[config.mk]
export PLATFORM = sky130hd
export DESIGN_NAME = uart_tx_arbiter
export DESIGN_NICKNAME = d
export VERILOG_FILES = /design/src/rtl/uart_arb_pkg.sv /design/src/rtl/word_serializer.sv /design/src/rtl/uart_tx_arbiter.sv
export SDC_FILE = /design/constraint.sdc
export NUM_CORES = 1
export LEC_CHECK = 0
export CAP_MARGIN = 10
export CORE_UTILIZATION = 45
export CTS_BUF_LIST = sky130_fd_sc_hd__clkbuf_8
export DETAILED_ROUTE_END_ITERATION = 8
export PLACE_DENSITY = 0.93
export SYNTH_ARGS = -nofsm -noshare
export SYNTH_HDL_FRONTEND = slang
export SYNTH_SLANG_ARGS = --single-unit
[constraint.sdc]
create_clock -name clk -period 1.7 [get_ports clk]
set_input_delay 0.34 -clock clk [delete_from_list [all_inputs] [get_ports clk]]
set_output_delay 0.34 -clock clk [all_outputs]
set_load 0.005 [all_outputs]
[src/rtl/uart_arb_pkg.sv]
// Shared definitions for the UART transmit arbiter: byte width, FSM states,
// source identifiers, header byte values and a byte-padding helper.
// Optional feature macro: UART_TX_ARB_HDR_EN (adds the HDR state and header bytes).
package uart_arb_pkg;

  localparam int UART_WIDTH = 8;

`ifdef UART_TX_ARB_HDR_EN
  typedef enum logic [1:0] {
    ST_IDLE = 2'd0,
    ST_HDR  = 2'd1,
    ST_DATA = 2'd2
  } arb_state_t;
`else
  typedef enum logic [1:0] {
    ST_IDLE = 2'd0,
    ST_DATA = 2'd2
  } arb_state_t;
`endif

  localparam logic SRC_A = 1'b0;
  localparam logic SRC_B = 1'b1;

  localparam logic [7:0] HDR_BYTE_A = 8'h01;
  localparam logic [7:0] HDR_BYTE_B = 8'h02;

  // Number of whole bytes needed to carry a word of the given bit width.
  function automatic int pad_bytes(input int width);
    return (width + UART_WIDTH - 32'sd1) / UART_WIDTH;
  endfunction

endpackage

[src/rtl/word_serializer.sv]
// Left-aligned shift register that presents the most significant unsent byte
// of a loaded word and drops one byte per shift, with a remaining-byte counter.
module word_serializer
  import uart_arb_pkg::*;
#(
  parameter int W  = 16,
  parameter int CW = 2
) (
  input  logic                  clk,
  input  logic                  arst,
  input  logic                  load,
  input  logic [W-1:0]          load_data,
  input  logic [CW-1:0]         load_cnt,
  input  logic                  shift,
  output logic [UART_WIDTH-1:0] byte_out,
  output logic                  last
);

  logic [W-1:0]  shreg_r;
  logic [CW-1:0] cnt_r;

  // Load a new word or shift out the byte that was just handed over.
  always_ff @(posedge clk or posedge arst) begin
    if (arst) begin
      shreg_r <= '0;
      cnt_r   <= '0;
    end else if (load) begin
      shreg_r <= load_data;
      cnt_r   <= load_cnt;
    end else if (shift && (cnt_r != '0)) begin
      shreg_r <= shreg_r << UART_WIDTH;
      cnt_r   <= cnt_r - CW'(1);
    end else begin
      shreg_r <= shreg_r;
      cnt_r   <= cnt_r;
    end
  end

  assign byte_out = shreg_r[W-1 -: UART_WIDTH];
  assign last     = (cnt_r == CW'(1));

endmodule

[src/rtl/uart_tx_arbiter.sv]
// Round-robin arbiter between two AXI-Stream word sources feeding a byte-wide
// UART transmit stream. Words are sent MSB byte first and never interleaved.
// Optional feature macro: UART_TX_ARB_HDR_EN (one source-ID header byte per word).
module uart_tx_arbiter
  import uart_arb_pkg::*;
#(
  parameter int A_WIDTH = 16,
  parameter int B_WIDTH = 8
) (
  input  logic               clk,
  input  logic               arst,
  input  logic [A_WIDTH-1:0] a_axis_tdata,
  input  logic               a_axis_tvalid,
  output logic               a_axis_tready,
  input  logic [B_WIDTH-1:0] b_axis_tdata,
  input  logic               b_axis_tvalid,
  output logic               b_axis_tready,
  output logic [7:0]         m_axis_tdata,
  output logic               m_axis_tvalid,
  input  logic               m_axis_tready,
  output logic               busy,
  output logic               grant_id
);

  localparam int NA_BYTES  = pad_bytes(A_WIDTH);
  localparam int NB_BYTES  = pad_bytes(B_WIDTH);
  localparam int NA        = NA_BYTES * UART_WIDTH;
  localparam int NB        = NB_BYTES * UART_WIDTH;
  localparam int NMAX      = (NA > NB) ? NA : NB;
  localparam int MAX_BYTES = NMAX / UART_WIDTH;
  localparam int CW        = $clog2(MAX_BYTES) + 1;

  arb_state_t      state_r;
  logic            grant_r;
  logic            last_grant_r;
  logic            m_tvalid_r;
  logic            busy_r;
  logic            idle_s;
  logic            grant_a_s;
  logic            grant_b_s;
  logic            accept_s;
  logic            shift_s;
  logic [NMAX-1:0] a_ext_s;
  logic [NMAX-1:0] b_ext_s;
  logic [NMAX-1:0] load_data_s;
  logic [CW-1:0]   load_cnt_s;
  logic [7:0]      ser_byte_s;
  logic            ser_last_s;
`ifdef UART_TX_ARB_HDR_EN
  logic [7:0]      hdr_r;
`endif

  // A source wins alone, or on a tie when the other one was served last.
  assign idle_s    = (state_r == ST_IDLE);
  assign grant_a_s = idle_s && a_axis_tvalid && (!b_axis_tvalid || (last_grant_r == SRC_B));
  assign grant_b_s = idle_s && b_axis_tvalid && (!a_axis_tvalid || (last_grant_r == SRC_A));
  assign accept_s  = grant_a_s || grant_b_s;
  assign shift_s   = (state_r == ST_DATA) && m_axis_tready;

  assign a_axis_tready = grant_a_s;
  assign b_axis_tready = grant_b_s;

  // Zero-extend the granted word and left-align it so its top byte goes first.
  always_comb begin
    a_ext_s = '0;
    b_ext_s = '0;
    a_ext_s[A_WIDTH-1:0] = a_axis_tdata;
    b_ext_s[B_WIDTH-1:0] = b_axis_tdata;
    if (grant_b_s) begin
      load_data_s = b_ext_s << (NMAX - NB);
      load_cnt_s  = CW'(NB_BYTES);
    end else begin
      load_data_s = a_ext_s << (NMAX - NA);
      load_cnt_s  = CW'(NA_BYTES);
    end
  end

  word_serializer #(
    .W  (NMAX),
    .CW (CW)
  ) u_ser (
    .clk       (clk),
    .arst      (arst),
    .load      (accept_s),
    .load_data (load_data_s),
    .load_cnt  (load_cnt_s),
    .shift     (shift_s),
    .byte_out  (ser_byte_s),
    .last      (ser_last_s)
  );

  // Arbitration FSM: accept in IDLE, optionally send a header, then the word bytes.
  always_ff @(posedge clk or posedge arst) begin
    if (arst) begin
      state_r      <= ST_IDLE;
      m_tvalid_r   <= 1'b0;
      busy_r       <= 1'b0;
      grant_r      <= SRC_A;
      last_grant_r <= SRC_B;
`ifdef UART_TX_ARB_HDR_EN
      hdr_r        <= 8'h00;
`endif
    end else begin
      case (state_r)
        ST_IDLE: begin
          if (accept_s) begin
            grant_r      <= grant_b_s ? SRC_B : SRC_A;
            last_grant_r <= grant_b_s ? SRC_B : SRC_A;
            m_tvalid_r   <= 1'b1;
            busy_r       <= 1'b1;
`ifdef UART_TX_ARB_HDR_EN
            hdr_r        <= grant_b_s ? HDR_BYTE_B : HDR_BYTE_A;
            state_r      <= ST_HDR;
`else
            state_r      <= ST_DATA;
`endif
          end
        end
`ifdef UART_TX_ARB_HDR_EN
        ST_HDR: begin
          if (m_axis_tready) begin
            state_r <= ST_DATA;
          end
        end
`endif
        ST_DATA: begin
          if (m_axis_tready && ser_last_s) begin
            state_r    <= ST_IDLE;
            m_tvalid_r <= 1'b0;
            busy_r     <= 1'b0;
          end
        end
        default: begin
          state_r    <= ST_IDLE;
          m_tvalid_r <= 1'b0;
          busy_r     <= 1'b0;
        end
      endcase
    end
  end

`ifdef UART_TX_ARB_HDR_EN
  assign m_axis_tdata = (state_r == ST_HDR) ? hdr_r : ser_byte_s;
`else
  assign m_axis_tdata = ser_byte_s;
`endif
  assign m_axis_tvalid = m_tvalid_r;
  assign busy          = busy_r;
  assign grant_id      = grant_r;

endmodule

==> results of run 1 <==
-- flip-flops by register name, summed over array words and instances (netlist names) --
| register | count |
|---|---|
| last_grant_r | 1 |
| u_ser.shreg_r | 16 |
| busy | 1 |
| u_ser.cnt_r | 2 |
| grant_id | 1 |
-- power by group through the flow --
stage / registers [mW] / logic, mW / clock network (mW)
after detailed placement: 0.868 / 1.20 / 0
after CTS: 0.857 / 1.22 / 0.332
after floorplan: 0.829 / 0.880 / 0
after global routing: 0.879 / 1.36 / 0.356
final: 0.859 / 1.24 / 0.332
after global placement: 0.851 / 1.15 / 0
-- stage by stage --
step | hold slack (ns) | util, % | area [um^2] | setup WS [ns] | power, mW
after floorplan | 0.3158 | - | 1144 | 0.2897 | 1.709
after global placement | 0.4681 | 66.94 | 1538 | -0.3025 | 2.003
after detailed placement | 0.4770 | 66.94 | 1538 | -0.3425 | 2.073
after CTS | 0.4107 | 69.39 | 1594 | 0.01049 | 2.412
final | 0.4008 | 70.15 | 1612 | 0.04608 | 2.430
after global routing | 0.4397 | 70.15 | 1612 | 0.001525 | 2.596
-- cell families (layout without fill, tap and decap cells) --
family	count (synthesis)	after routing	synth area share [%]
buf+inv	22	64	13.35
mux	3	3	2.626
simple gates	28	28	11.38
flops	21	21	46.06
compound gates	32	32	23.63
xor+xnor	1	1	0.7660
fa+ha+maj	2	2	2.188
-- what timing repair did --
action                                  in CTS  in global routing
endpoints found under the setup margin       2                  2
buffers inserted                             2                  1
gates cloned                                 0                  0
resized for setup                            4                  3
-- cells in the final DEF (no fill, tap or decap), types with 2 or more instances in the layout --
master,count
a21oi_1,6
nand2b_1,3
nand2_1,4
clkdlybuf4s15_1,2
ha_1,2
buf_4,14
a32o_1,3
nor2_1,17
mux2i_1,3
dlygate4sd2_1,2
clkbuf_8,3
a32oi_1,5
inv_1,5
o221a_1,5
dfrtp_1,20
clkdlybuf4s50_1,37
a22o_1,8
-- cells in the mapped netlist (4+ instances only) --
cell type / count
nand2_1: 4
inv_1: 5
a21oi_1: 6
dfrtp_1: 20
o221a_1: 5
nor2_1: 17
a32oi_1: 5
nand2b_1: 4
a22o_1: 8
buf_4: 12
-- final cells by class --
class,instances,area [um^2],area share (%)
Inverter,5,18.77,1.165
Clock buffer,3,41.29,2.562
Multi-Input combinational cell,66,471.7,29.27
Timing Repair Buffer,55,513.0,31.83
Tap cell,28,35.03,2.174
Clock inverter,1,5.005,0.3106
Sequential cell,21,526.8,32.69
-- worst reg2reg max path, cell delays in order (launching register included) --
cell and delay, ns:
dfrtp_1 0.37, inv_1 0.08, ha_1 0.20, nand2b_1 0.17
a21oi_1 0.41, o221a_1 0.26
-- routing by layer --
metal | GRT usage (%) | vias to the layer above | wire length [um]
met4 | 11.40 | 0 | 68
met5 | 0 | - | 0
met3 | 3.768 | 8 | 160
met2 | 39.87 | 37 | 1363
li1 | - | 466 | -
met1 | 26.21 | 475 | 1161
-- worst paths after layout --
check,end,from,cells past startpoint
setup / recovery,a_axis_tready,last_grant_r,3
hold / removal,u_ser.shreg_r[2],arst,3
setup reg to reg,u_ser.shreg_r[14],u_ser.cnt_r[0],5
hold reg to reg,u_ser.cnt_r[1],u_ser.cnt_r[1],1
max in group asynchronous,last_grant_r,arst,3
min in group clk,u_ser.cnt_r[1],u_ser.cnt_r[1],1
==> metrics.cfg, run 1 <==
[global_routing]
grtUsageTotal_pct = 22.68
grt_pass1_vias = 1033
grt_first_pass_wirelength_um = 4485
grt_max_degree = 22
overflow = 0
antenna_found_initial = 0

[routing]
ant_nets = 0
vias_per_cell = 5.508
via_count = 986
firstDrtPassIters = 4
drt-initial-drc-count = 23
wl_um = 2753
drc = 0
wl_per_cell_um = 15.38

[yosys]
syn-cell-area_um2 = 1144
yosysTopAreaCell = dfrtp_1
ys_ff_latch = 21
synth_top_area_share_pct = 43.76
yosys-top-cells-area = dfrtp_1 (44%), buf_4 (7.9%), a22o_1 (6.1%)
seq_area_frac_synth_pct = 46.06
ys_types = 25
yosys_most_used_dff = dfrtp_1
ys_async_sr_fraction_pct = 100.0
syn_area_per_cell_um2 = 10.49
synth_edf_count = 0
synth_nets = 140
synthCells = 109
yosys_warnings = 0

[worst_setup_path]
cp_slowest_stage_delay_ns = 0.56
start_kind = flip-flop
worstPathMaxFanout = 3
cp-end-kind = primary output
crit_chain = nand2b_4, nor2b_4, clkdlybuf4s15_1
critPathKind = flip-flop to primary output
critPathTopFamily = flip-flops
worstPathArrival_ns = 1.31
critPathBufInv = 1
r2r_setup_slack_ns = 0.14
critical_path.slowest_cell = dfstp_2
required_ns = 1.36

[clocking]
clk_latency_ns = 0.26
clk_pin_slew_worst_paths_ns = 0.08
cts.htree.levels = 1
cts_tree = done
cts_root_buf = clkbuf_8
cts_sinks = 21
cts_max_path_buffers = 2
cts_made_buffers = 3
cts_hold_buf = 0

[finish]
fillers = 151
drive_gt1_share_pct = 14.57
final_cells = 179
syn_to_final_growth_pct = 40.92
antenna_cells = 0
nets = 183

[pwr]
switching_share_pct = 34.07
ir_drop_v = 0.001189
p_int_mw = 1.602
power_density_nw_per_um2 = 1508
clkPwrFrac_pct = 13.7
combPwrFrac_pct = 51.0
net-switching-power_mw = 0.8281
p_leak_nw = 0.7350
pwr-share-seq_pct = 35.4

[die]
initial_core_util_pct = 49.78
die-area_um2 = 2747
core_um2 = 2297
die_h_um = 52.41
io_pins = 42
die_w_um = 52.41
rows = 17

[worst_hold_path]
hp-class = input pin to asynchronous set/reset pin

[sta]
tns_ns = 0
slew_headroom_pct = 69.37
setup_violations = 0
worstMarginPinSlew_ns = 0.4595
skew_ns = 0.001590
fin_crit_sh_pct = 97.29
rsz0062_at_grt = no
drv_slew = 0
hold_viol = 0
period_minus_slack_ns = 1.654
timing.fmax_ghz = 0.6046

[placed_design]
port_buffers = 41
dpl.hpwl_um = 2087
placedCellCount = 172
globalplace.congestion = 0.7636

[flow_run]
cap_violations = 0

[run_status]
status = completed

Power figures use the tool's default switching activity.
==> inputs of run 2 (changes only) <==
- PLACE_DENSITY: 0.93 -> 0.81
==> run 2 against run 1 <==
Wire length up 7.2%; first-iteration DRC count up 52%; flip-flop and latch count unchanged; sequential power up 0.8%; combinational power up 5%; critical path depth up 1; total power up 2.5%; maximum frequency about the same; global-route usage up 0.14 points; largest cell class is now buffers.
==> metrics.cfg, run 2 (same netlist as run 1, synthesis figures left out) <==
[placed_design]
placedCellCount = 173
globalplace.congestion = 0.8416
port_buffers = 41
dpl.hpwl_um = 2046
placed_area_um2 = 1545

[clocking]
cts_made_buffers = 3
cts_max_path_buffers = 2
cts.htree.levels = 1
clk_latency_ns = 0.26
cts_root_buf = clkbuf_8
clk_pin_slew_worst_paths_ns = 0.07
cts_sinks = 21
cts_tree = done

[finish]
syn_to_final_growth_pct = 43.00
largest_reg_flops = 16
layout_common_cells = clkdlybuf4s50_1 (37), dfrtp_1 (20), nor2_1 (17), buf_4 (15), a22o_1 (8)
fillers = 176
fin_area_um2 = 1635
antenna_cells = 0
largestRegisters = u_ser.shreg_r: 16 flops, u_ser.cnt_r: 2 flops
multi_input_area_um2 = 471.7
final_cells = 182
drive_gt1_share_pct = 16.88
seq_area_um2 = 526.8
regMostFlops = u_ser.shreg_r
final_common_cell = clkdlybuf4s50_1
nets = 186

[worst_setup_path]
start_kind = flip-flop
crit_chain = a21boi_2, nand2b_1, inv_1, dlygate4sd2_1
critPathKind = flip-flop to primary output
cp-end-kind = primary output
cp_slowest_stage_delay_ns = 0.56
critical_path.slowest_cell = dfstp_2
r2r_setup_slack_ns = 0.14
worstPathMaxFanout = 3
worstPathArrival_ns = 1.32
required_ns = 1.36

[sta]
period_minus_slack_ns = 1.655
timing.fmax_ghz = 0.6041
worstMarginPinSlew_ns = 0.4223
slew_headroom_pct = 71.85
setup_violations = 0
drv_slew = 0
fin_crit_sh_pct = 97.37
skew_ns = 0.001459
hold_viol = 0

[die]
rows = 17
initial_core_util_pct = 49.78
die_w_um = 52.41
io_pins = 42
die_h_um = 52.41
die-area_um2 = 2747
core_um2 = 2297

[global_routing]
grt_first_pass_wirelength_um = 4526
grt_max_degree = 22
grtUsageTotal_pct = 22.82
antenna_found_initial = 0
overflow = 0
grt_pass1_vias = 1027

[pwr]
p_leak_nw = 0.7541
totalPowerFinal_mw = 2.491
power_density_nw_per_um2 = 1523
ir_drop_v = 0.0009433

[routing]
ant_nets = 0
via_count = 1018
firstDrtPassIters = 5
vias_per_cell = 5.593
drc = 0
wl_um = 2951
wl_per_cell_um = 16.21
drt-initial-drc-count = 35

[run_status]
status = completed

[worst_hold_path]
hp-class = input pin to asynchronous set/reset pin

[flow_run]
cap_violations = 0

## run 2: cell types whose count changed in the layout (fill, tap and decap cells not counted)
cell             delta
clkbuf_2            +1
clkdlybuf4s15_1     -2
buf_4               +1
dlygate4sd2_1       +1
buf_6               +2
## run 2: path summary, 6_finish.rpt
path	cells after the start	start	end
setup / recovery	4	last_grant_r	b_axis_tready
hold / removal	3	arst	u_ser.shreg_r[8]
setup reg to reg	5	u_ser.cnt_r[0]	u_ser.cnt_r[1]
hold reg to reg	1	u_ser.cnt_r[1]	u_ser.cnt_r[1]
max in group asynchronous	3	arst	last_grant_r
min in group clk	1	u_ser.cnt_r[1]	u_ser.cnt_r[1]
## run 2: report_power, final
part,switching [mW],internal [mW],leakage [nW]
combinational,0.550,0.750,0.471
sequential,0.138,0.728,0.257
clock,0.162,0.163,0.0255
total,0.850,1.64,0.754
## run 2: area by class of cell
class                   instances  share of cell area, %
inverters                       5                  1.148
flip-flops and latches         21                  32.21
clock inverters                 1                 0.3060
multi-input cells              66                  28.84
repair buffers                 58                  32.82
well taps                      28                  2.142
clock buffers                   3                  2.525
## run 2: per-stage QoR
| stage | hold WS (ns) | worst slack, ns | TNS, ns | util, % |
|---|---|---|---|---|
| 2_1_floorplan | 0.3158 | 0.2897 | 0 | - |
| 3_3_place_gp | 0.4729 | -0.3039 | -2.321 | 67.27 |
| 3_5_place_dp | 0.4761 | -0.3219 | -2.648 | 67.27 |
| 4_1_cts | 0.4200 | 0.01285 | 0 | 69.88 |
| 5_1_grt | 0.4486 | -0.01996 | -0.01996 | 71.19 |
| 6_report | 0.4113 | 0.04469 | 0 | 71.19 |
## run 2: what timing repair did
action / 4_1_cts / 5_1_grt
endpoints found under the setup margin: 2 / 4
pin swaps: 0 / 0
gates cloned: 0 / 0
gates resized for setup: 5 / 4
setup buffers: 2 / 3
hold buffers: 0 / 0
## run 2: layer usage
layer | wire, um | vias up | GRT usage [%]
met2 | 1505 | 53 | 40.72
met3 | 223 | 5 | 3.768
met4 | 37 | 0 | 7.456
met1 | 1184 | 491 | 27.54
met5 | 0 | - | 0
li1 | - | 469 | -
## run 2: worst max-delay path, delay by kind of cell (launching register included)
kind                   cells  cell delay (ns)
and+or+nand+nor            1             0.11
DFF                        1             0.56
buffers and inverters      2             0.32
AOI/OAI and AO/OA          1             0.07
